$ cat config.mk
export PLATFORM = sky130hd
export DESIGN_NAME = decode_stage
export DESIGN_NICKNAME = d
export VERILOG_FILES = /design/src/rtl/y86_pkg.sv /design/src/rtl/y86_regfile.sv /design/src/rtl/decode_stage.sv
export SDC_FILE = /design/constraint.sdc
export NUM_CORES = 2
export LEC_CHECK = 0
export BUFFER_PORTS_ARGS = -buffer_cell sky130_fd_sc_hd__buf_2
export CAP_MARGIN = 15
export CORE_ASPECT_RATIO = 0.9
export CORE_MARGIN = 2
export CORE_UTILIZATION = 30
export DETAILED_ROUTE_END_ITERATION = 8
export GPL_TIMING_DRIVEN = 0
export MAX_ROUTING_LAYER = met4
export REMOVE_ABC_BUFFERS = 1
export SETUP_SLACK_MARGIN = 0.5
export SLEW_MARGIN = 20
export SYNTH_ARGS = -nofsm -noshare
export SYNTH_HDL_FRONTEND = slang
export SYNTH_SLANG_ARGS = --single-unit
$ cat constraint.sdc
create_clock -name clk -period 5.68 [get_ports clk]
set_input_delay 0.568 -clock clk [delete_from_list [all_inputs] [get_ports clk]]
set_output_delay 0.568 -clock clk [all_outputs]
set_load 0.1 [all_outputs]
$ cat src/rtl/y86_pkg.sv
// Shared Y86-64 definitions: instruction codes, register IDs, status encodings,
// E pipeline register layout and bubble defaults.
package y86_pkg;

    // Instruction codes
    localparam logic [3:0] I_HALT   = 4'h0;
    localparam logic [3:0] I_NOP    = 4'h1;
    localparam logic [3:0] I_RRMOVQ = 4'h2;
    localparam logic [3:0] I_IRMOVQ = 4'h3;
    localparam logic [3:0] I_RMMOVQ = 4'h4;
    localparam logic [3:0] I_MRMOVQ = 4'h5;
    localparam logic [3:0] I_OPQ    = 4'h6;
    localparam logic [3:0] I_JXX    = 4'h7;
    localparam logic [3:0] I_CALL   = 4'h8;
    localparam logic [3:0] I_RET    = 4'h9;
    localparam logic [3:0] I_PUSHQ  = 4'hA;
    localparam logic [3:0] I_POPQ   = 4'hB;

    // Register IDs with special meaning
    localparam logic [3:0] RNONE = 4'hF;
    localparam logic [3:0] RSP   = 4'h4;

    // One-hot status encodings
    localparam logic [3:0] STAT_AOK = 4'b1000;
    localparam logic [3:0] STAT_HLT = 4'b0100;
    localparam logic [3:0] STAT_ADR = 4'b0010;
    localparam logic [3:0] STAT_INS = 4'b0001;

    // Bubble field defaults
    localparam logic [3:0] BUBBLE_ICODE = I_NOP;
    localparam logic [3:0] BUBBLE_IFUN  = 4'h0;
    localparam logic [3:0] BUBBLE_STAT  = STAT_AOK;

    // Where an operand value came from; anything other than FWD_VALP or
    // FWD_REG is a forwarded value.
    typedef enum logic [2:0] {
        FWD_VALP,
        FWD_E_VALE,
        FWD_M_VALM,
        FWD_M_VALE,
        FWD_W_VALM,
        FWD_W_VALE,
        FWD_REG
    } fwd_sel_t;

    // Contents of the E pipeline register
    typedef struct packed {
        logic [3:0]  stat;
        logic [3:0]  icode;
        logic [3:0]  ifun;
        logic [63:0] valC;
        logic [63:0] valA;
        logic [63:0] valB;
        logic [3:0]  dstE;
        logic [3:0]  dstM;
        logic [3:0]  srcA;
        logic [3:0]  srcB;
    } e_reg_t;

    // A nop carrying no register IDs, injected on reset and on stalls/squashes
    function automatic e_reg_t bubble_e();
        e_reg_t b;
        b.stat  = BUBBLE_STAT;
        b.icode = BUBBLE_ICODE;
        b.ifun  = BUBBLE_IFUN;
        b.valC  = '0;
        b.valA  = '0;
        b.valB  = '0;
        b.dstE  = RNONE;
        b.dstM  = RNONE;
        b.srcA  = RNONE;
        b.srcB  = RNONE;
        return b;
    endfunction

endpackage

$ cat src/rtl/y86_regfile.sv
// Y86-64 register file: 15 x 64-bit, two asynchronous read ports, two
// synchronous write ports. When both write ports hit the same register the
// M port wins. Register ID RNONE reads as zero and is never written.
module y86_regfile
    import y86_pkg::*;
#(
    parameter logic [63:0] RSP_INIT = 64'd200
) (
    input  logic        clk,
    input  logic        rst,
    input  logic [3:0]  i_srcA,
    input  logic [3:0]  i_srcB,
    output logic [63:0] o_valA,
    output logic [63:0] o_valB,
    input  logic [3:0]  i_dstE,
    input  logic [63:0] i_valE,
    input  logic [3:0]  i_dstM,
    input  logic [63:0] i_valM
);

    logic [63:0] r_regs [0:14];

    // Reset loads %rsp with RSP_INIT and clears the rest; the M write is
    // issued last so it overrides the E write to the same register.
    always_ff @(posedge clk) begin
        if (rst) begin
            for (int i = 0; i < 15; i++) begin
                r_regs[i] <= (i == int'(RSP)) ? RSP_INIT : 64'd0;
            end
        end else begin
            if (i_dstE != RNONE) begin
                r_regs[i_dstE] <= i_valE;
            end
            if (i_dstM != RNONE) begin
                r_regs[i_dstM] <= i_valM;
            end
        end
    end

    assign o_valA = (i_srcA == RNONE) ? 64'd0 : r_regs[i_srcA];
    assign o_valB = (i_srcB == RNONE) ? 64'd0 : r_regs[i_srcB];

endmodule

$ cat src/rtl/decode_stage.sv
// Y86-64 decode / write-back stage: register ID selection, register file
// access, E/M/W forwarding and the E pipeline register.
// Optional feature macro DECODE_PERF_CNT_EN adds saturating performance
// counters for bubbles and forwarded operands.
module decode_stage
    import y86_pkg::*;
#(
    parameter logic [63:0] RSP_INIT = 64'd200
) (
    input  logic        clk,
    input  logic        rst,
    input  logic [3:0]  D_stat,
    input  logic [3:0]  D_icode,
    input  logic [3:0]  D_ifun,
    input  logic [3:0]  D_rA,
    input  logic [3:0]  D_rB,
    input  logic [63:0] D_valC,
    input  logic [63:0] D_valP,
    input  logic        E_bubble,
    input  logic [3:0]  e_dstE,
    input  logic [63:0] e_valE,
    input  logic [3:0]  M_dstE,
    input  logic [3:0]  M_dstM,
    input  logic [63:0] M_valE,
    input  logic [63:0] m_valM,
    input  logic [3:0]  W_dstE,
    input  logic [3:0]  W_dstM,
    input  logic [63:0] W_valE,
    input  logic [63:0] W_valM,
    output logic [3:0]  d_srcA,
    output logic [3:0]  d_srcB,
    output logic [3:0]  E_stat,
    output logic [3:0]  E_icode,
    output logic [3:0]  E_ifun,
    output logic [63:0] E_valC,
    output logic [63:0] E_valA,
    output logic [63:0] E_valB,
    output logic [3:0]  E_dstE,
    output logic [3:0]  E_dstM,
    output logic [3:0]  E_srcA,
    output logic [3:0]  E_srcB
`ifdef DECODE_PERF_CNT_EN
    ,
    output logic [31:0] perf_bubbles,
    output logic [31:0] perf_fwd_a,
    output logic [31:0] perf_fwd_b
`endif
);

    logic [3:0]  w_dstE;
    logic [3:0]  w_dstM;
    logic [63:0] w_rfA;
    logic [63:0] w_rfB;
    logic [63:0] w_valA;
    logic [63:0] w_valB;
    fwd_sel_t    w_selA;
    fwd_sel_t    w_selB;
    e_reg_t      r_e;

    y86_regfile #(
        .RSP_INIT (RSP_INIT)
    ) u_regfile (
        .clk    (clk),
        .rst    (rst),
        .i_srcA (d_srcA),
        .i_srcB (d_srcB),
        .o_valA (w_rfA),
        .o_valB (w_rfB),
        .i_dstE (W_dstE),
        .i_valE (W_valE),
        .i_dstM (W_dstM),
        .i_valM (W_valM)
    );

    // Pick source and destination register IDs from the instruction code;
    // cmov keeps dstE=rB and leaves squashing to execute.
    always_comb begin
        d_srcA = RNONE;
        d_srcB = RNONE;
        w_dstE = RNONE;
        w_dstM = RNONE;
        case (D_icode)
            I_RRMOVQ: begin d_srcA = D_rA; w_dstE = D_rB; end
            I_IRMOVQ: begin w_dstE = D_rB; end
            I_RMMOVQ: begin d_srcA = D_rA; d_srcB = D_rB; end
            I_MRMOVQ: begin d_srcB = D_rB; w_dstM = D_rA; end
            I_OPQ:    begin d_srcA = D_rA; d_srcB = D_rB; w_dstE = D_rB; end
            I_CALL:   begin d_srcB = RSP;  w_dstE = RSP; end
            I_RET:    begin d_srcA = RSP;  d_srcB = RSP; w_dstE = RSP; end
            I_PUSHQ:  begin d_srcA = D_rA; d_srcB = RSP; w_dstE = RSP; end
            I_POPQ:   begin d_srcA = RSP;  d_srcB = RSP; w_dstE = RSP; w_dstM = D_rA; end
            default:  ;
        endcase
    end

    // Operand A source priority: valP for call/jxx, then youngest stage
    // first; an RNONE source never matches a destination.
    always_comb begin
        w_selA = FWD_REG;
        if (D_icode == I_CALL || D_icode == I_JXX)           w_selA = FWD_VALP;
        else if (d_srcA != RNONE && d_srcA == e_dstE)        w_selA = FWD_E_VALE;
        else if (d_srcA != RNONE && d_srcA == M_dstM)        w_selA = FWD_M_VALM;
        else if (d_srcA != RNONE && d_srcA == M_dstE)        w_selA = FWD_M_VALE;
        else if (d_srcA != RNONE && d_srcA == W_dstM)        w_selA = FWD_W_VALM;
        else if (d_srcA != RNONE && d_srcA == W_dstE)        w_selA = FWD_W_VALE;
    end

    // Operand B uses the same stage priority without the valP shortcut.
    always_comb begin
        w_selB = FWD_REG;
        if (d_srcB != RNONE && d_srcB == e_dstE)             w_selB = FWD_E_VALE;
        else if (d_srcB != RNONE && d_srcB == M_dstM)        w_selB = FWD_M_VALM;
        else if (d_srcB != RNONE && d_srcB == M_dstE)        w_selB = FWD_M_VALE;
        else if (d_srcB != RNONE && d_srcB == W_dstM)        w_selB = FWD_W_VALM;
        else if (d_srcB != RNONE && d_srcB == W_dstE)        w_selB = FWD_W_VALE;
    end

    // Steer the selected sources onto the operand buses.
    always_comb begin
        w_valA = w_rfA;
        case (w_selA)
            FWD_VALP:   w_valA = D_valP;
            FWD_E_VALE: w_valA = e_valE;
            FWD_M_VALM: w_valA = m_valM;
            FWD_M_VALE: w_valA = M_valE;
            FWD_W_VALM: w_valA = W_valM;
            FWD_W_VALE: w_valA = W_valE;
            default:    w_valA = w_rfA;
        endcase
        w_valB = w_rfB;
        case (w_selB)
            FWD_E_VALE: w_valB = e_valE;
            FWD_M_VALM: w_valB = m_valM;
            FWD_M_VALE: w_valB = M_valE;
            FWD_W_VALM: w_valB = W_valM;
            FWD_W_VALE: w_valB = W_valE;
            default:    w_valB = w_rfB;
        endcase
    end

    // E pipeline register: reset beats bubble, bubble beats a normal load.
    always_ff @(posedge clk) begin
        if (rst) begin
            r_e <= bubble_e();
        end else if (E_bubble) begin
            r_e <= bubble_e();
        end else begin
            r_e.stat  <= D_stat;
            r_e.icode <= D_icode;
            r_e.ifun  <= D_ifun;
            r_e.valC  <= D_valC;
            r_e.valA  <= w_valA;
            r_e.valB  <= w_valB;
            r_e.dstE  <= w_dstE;
            r_e.dstM  <= w_dstM;
            r_e.srcA  <= d_srcA;
            r_e.srcB  <= d_srcB;
        end
    end

    assign E_stat  = r_e.stat;
    assign E_icode = r_e.icode;
    assign E_ifun  = r_e.ifun;
    assign E_valC  = r_e.valC;
    assign E_valA  = r_e.valA;
    assign E_valB  = r_e.valB;
    assign E_dstE  = r_e.dstE;
    assign E_dstM  = r_e.dstM;
    assign E_srcA  = r_e.srcA;
    assign E_srcB  = r_e.srcB;

`ifdef DECODE_PERF_CNT_EN
    logic        w_fwdA;
    logic        w_fwdB;
    logic [31:0] r_perfBubbles;
    logic [31:0] r_perfFwdA;
    logic [31:0] r_perfFwdB;

    assign w_fwdA = (w_selA != FWD_VALP) && (w_selA != FWD_REG);
    assign w_fwdB = (w_selB != FWD_REG);

    // Saturating event counters, cleared by reset.
    always_ff @(posedge clk) begin
        if (rst) begin
            r_perfBubbles <= '0;
            r_perfFwdA    <= '0;
            r_perfFwdB    <= '0;
        end else begin
            if (E_bubble && r_perfBubbles != '1) r_perfBubbles <= r_perfBubbles + 32'd1;
            if (w_fwdA && r_perfFwdA != '1)      r_perfFwdA    <= r_perfFwdA + 32'd1;
            if (w_fwdB && r_perfFwdB != '1)      r_perfFwdB    <= r_perfFwdB + 32'd1;
        end
    end

    assign perf_bubbles = r_perfBubbles;
    assign perf_fwd_a   = r_perfFwdA;
    assign perf_fwd_b   = r_perfFwdB;
`endif

endmodule

==> flow_metrics.py <==
metrics = {
    "pwr": {
        "p_sw_mw": 8.20,
        "power.density_nw_per_um2": 295,
        "power_switching_share": 0.321,
        "clkPwrFrac": 0.363,
        "p_seq_frac": 0.428,
        "power.internal_mw": 17.3,
        "peakVddDrop_mv": 0.339,
        "power.total_mw": 25.5,
        "combPwrFrac": 0.209,
        "leakagePower_nw": 32.1,
    },
    "placed_design": {
        "gp_congestion": 0.911,
        "hpwlAfterDp_um": 243000,
        "dp_slack_ns": -0.701,
        "io_buffers": 718,
    },
    "synthesis": {
        "synth-seq-cells": 1244,
        "yosysWarningCount": 0,
        "synth_compound_area_frac": 0.326,
        "synthCells": 6476,
        "synth_top_family_by_area": "compound AO/OA/AOI/OAI gates",
        "seq_area_frac_synth": 0.515,
        "synth_enable_flop_cells": 1024,
        "muxShareOfSynthArea": 0.0188,
        "synthAdderAreaFrac": 0,
        "ys_types": 72,
        "syn_avg_cell_area_sq_um": 10.5,
        "synth_flop_cell": "edfxtp_1",
        "synthSimpleGateAreaFrac": 0.0781,
        "async_flop_share": 0,
        "synth_area_sq_um": 68200,
        "synth_xor_area_frac": 0.00270,
    },
    "floorplan": {
        "dieWidth_um": 507,
        "core-area_sq_um": 227000,
        "fp-row-count": 166,
        "die_area_sq_um": 231000,
        "num_io_pins": 719,
        "die_y_um": 456,
        "initial_core_util": 0.301,
    },
    "setup_path": {
        "critPathMaxFanout": 89,
        "worstReg2RegEnd": "E_valA[62]$_SDFF_PP0_",
        "reg2regPathDepth": 5,
        "path_class": "in -> reg",
        "crit_end": "E_valB[16]$_SDFF_PP0_",
        "rrSetupSlack_ns": 3.59,
        "crit_start": "D_icode[2]",
        "worstSetupEndpointType": "register",
        "worstPathRequired_ns": 6.39,
        "startpoint_type": "primary input",
        "reg2reg_from": "u_regfile.r_regs[10][62]$_DFFE_PP_",
        "cp.arrival_ns": 5.79,
    },
    "timing": {
        "worst_slew_pin_slew_ns": 1.06,
        "slew_headroom": 0.294,
        "hold_viol_final": 0,
        "setup_tns_ns": 0,
        "finalSetupViolCount": 0,
        "setup_ws_ns": 0.595,
        "skew_ns": 0.0260,
        "rsz0062_at_grt": "no",
        "clock.fmax_mhz": 197,
        "maxSlewViolCount": 0,
        "min_period_ns": 5.09,
        "finalCritPeriodShare": 0.895,
    },
    "cells_and_area": {
        "mostFrequentLayoutCell": "edfxtp_1",
        "multi_input_area_sq_um": 29900,
        "fin_nets": 7597,
        "area_growth_pct": 27.0,
        "seq_area_sq_um": 35200,
        "n_fill_cell": 21500,
        "layout-drive-gt1-share": 0.228,
        "final_cell_mix": "edfxtp_1 (1,024), a22o_1 (957), buf_2 (829)",
    },
    "routing": {
        "drt-vias-per-instance": 6.63,
        "wl_per_cell_um": 33.8,
        "antenna_left": 0,
        "dr.pass1.iters": 9,
        "routed_wl_um": 346000,
        "vias": 68100,
        "route.detailed.drc": 0,
        "drtIter0Drc": 11400,
    },
    "hold_path": {
        "hp-class": "in -> reg",
    },
    "grt": {
        "grt_max_degree": 92,
        "track_usage": 0.292,
        "grt_pass1_vias": 64500,
        "grt-ovfl-total": 0,
        "antenna_found_initial": 25,
        "grt_pass1_wl_um": 478000,
    },
    "run": {
        "cap_violations": 0,
    },
    "clock_network": {
        "clk_pin_slew_worst_paths_ns": 0.06,
        "insertion_delay_ns": 0.84,
        "clockBufferDepth": 3,
        "cts_tree": "done",
        "cts_max_level": 4,
        "clkSinkCount": 1244,
        "clock-root-buffer": "clkbuf_16",
        "numCtsBuffers": 147,
    },
    "status": {
        "status": "finished clean",
    },
}
[logic make-up after synthesis]
group,count (synthesis)
flops,1244
mux,128
compound gates,2824
simple gates,1213
other cells,1
xor+xnor,21
buf+inv,1045
[power groups by stage]
stage	Sequential (mW)	Combinational (mW)	Clock, mW
final	10.9	5.34	9.26
after global routing	11.0	5.52	9.69
after CTS	10.9	5.18	9.33
after detailed placement	11.1	5.11	0
after global placement	11.2	5.19	0
after floorplan	11.8	2.21	0
[sequential cells by signal (all words and copies together) (netlist names)]
register / flops
E_valA: 64
E_srcB: 4
E_srcA: 4
E_stat: 4
E_dstM: 4
u_regfile.r_regs: 1024
E_valB: 64
E_icode: 4
E_valC: 64
E_ifun: 4
E_dstE: 4
[cells in the mapped netlist (all sizes together), types with 3 or more instances]
cell type,n,area (sq um)
a22o,957,8380
clkbuf,934,3510
and2,76,475
dfxtp,220,4400
buf,95,444
o31ai,6,63.8
nor2b,3,18.8
inv,14,52.6
nand2b,10,62.6
a31oi,313,1960
nor3,24,125
a221o,129,1290
nand2,788,2960
or4,5,41.3
nor4,16,151
o22ai,68,425
a311oi,4,35.0
mux2i,128,1280
o221ai,13,114
xor2,12,105
a21oi,215,1080
o22a,3,26.3
nand4,5,31.3
nor2,112,437
nor3b,3,22.5
a222oi,64,641
a22oi,72,541
edfxtp,1024,30700
a221oi,502,4400
nand3,74,370
o211ai,64,480
or2,11,68.8
a211oi,259,1940
o21ai,138,702
xnor2,9,78.8
or3,78,493
a21o,3,22.5
[area by class of cell]
cell class,count,share of cell area
Tap cell,3024,0.0437
Multi-Input combinational cell,4250,0.345
Antenna cell,16,0.000462
Timing Repair Buffer,1447,0.151
Inverter,16,0.00118
Clock inverter,72,0.00698
Sequential cell,1244,0.406
Clock buffer,194,0.0457
[worst max-delay path: stages]
cell,delay (ns)
buf_2,0.25
and2b_1,0.29
nand3_4,0.44
nand2_8,0.44
buf_12,0.27
buf_16,0.29
inv_8,0.27
o2111ai_1,0.24
a211oi_1,0.12
or4_1,0.66
nand4b_4,0.67
buf_12,0.42
or3_1,0.40
nand3_1,0.29
[through the flow]
| step | util | hold slack, ns | area (sq um) | std cells |
|---|---|---|---|---|
| 2_1_floorplan | - | 0.667 | 64500 | 5510 |
| 4_1_cts | 0.382 | 0.0000857 | 86500 | 10200 |
| 3_5_place_dp | 0.357 | 0.772 | 80900 | 9873 |
| 5_1_grt | 0.382 | 0.000687 | 86600 | 10300 |
| 6_report | 0.382 | 0.00872 | 86600 | 10300 |
| 3_3_place_gp | 0.317 | 0.769 | 71900 | 9252 |
[how the worst min path moves through the flow]
stage / startpoint / end / slack (ns) / cells after the start
3_3_place_gp: D_stat[3] / E_stat[3]$_SDFF_PP1_ / 0.77 / 2
5_1_grt: D_valC[59] / E_valC[59]$_SDFF_PP0_ / 0.0007 / 2
3_5_place_dp: D_valC[47] / E_valC[47]$_SDFF_PP0_ / 0.77 / 2
2_1_floorplan: E_bubble / E_icode[0]$_SDFF_PP1_ / 0.67 / 1
6_report: D_valC[59] / E_valC[59]$_SDFF_PP0_ / 0.009 / 2
4_1_cts: e_valE[9] / E_valB[9]$_SDFF_PP0_ / 0.00009 / 3
[what timing repair did]
item                                    4_1_cts  5_1_grt
endpoints found under the hold margin       103        0
gates resized for setup                       3        4
hold buffers                                103        0
endpoints found under the setup margin        8       20
pin swaps                                     1        1
gates cloned                                  0        1
setup buffers                                 1        3
[routing by layer]
layer	GRT usage	up-vias	share of wire
met4	0.164	0	0.064
met2	0.420	6246	0.43
met5	-	-	0
met1	0.364	33100	0.37
li1	-	27400	-
met3	0.0877	1327	0.14
Power figures use the tool's default switching activity.
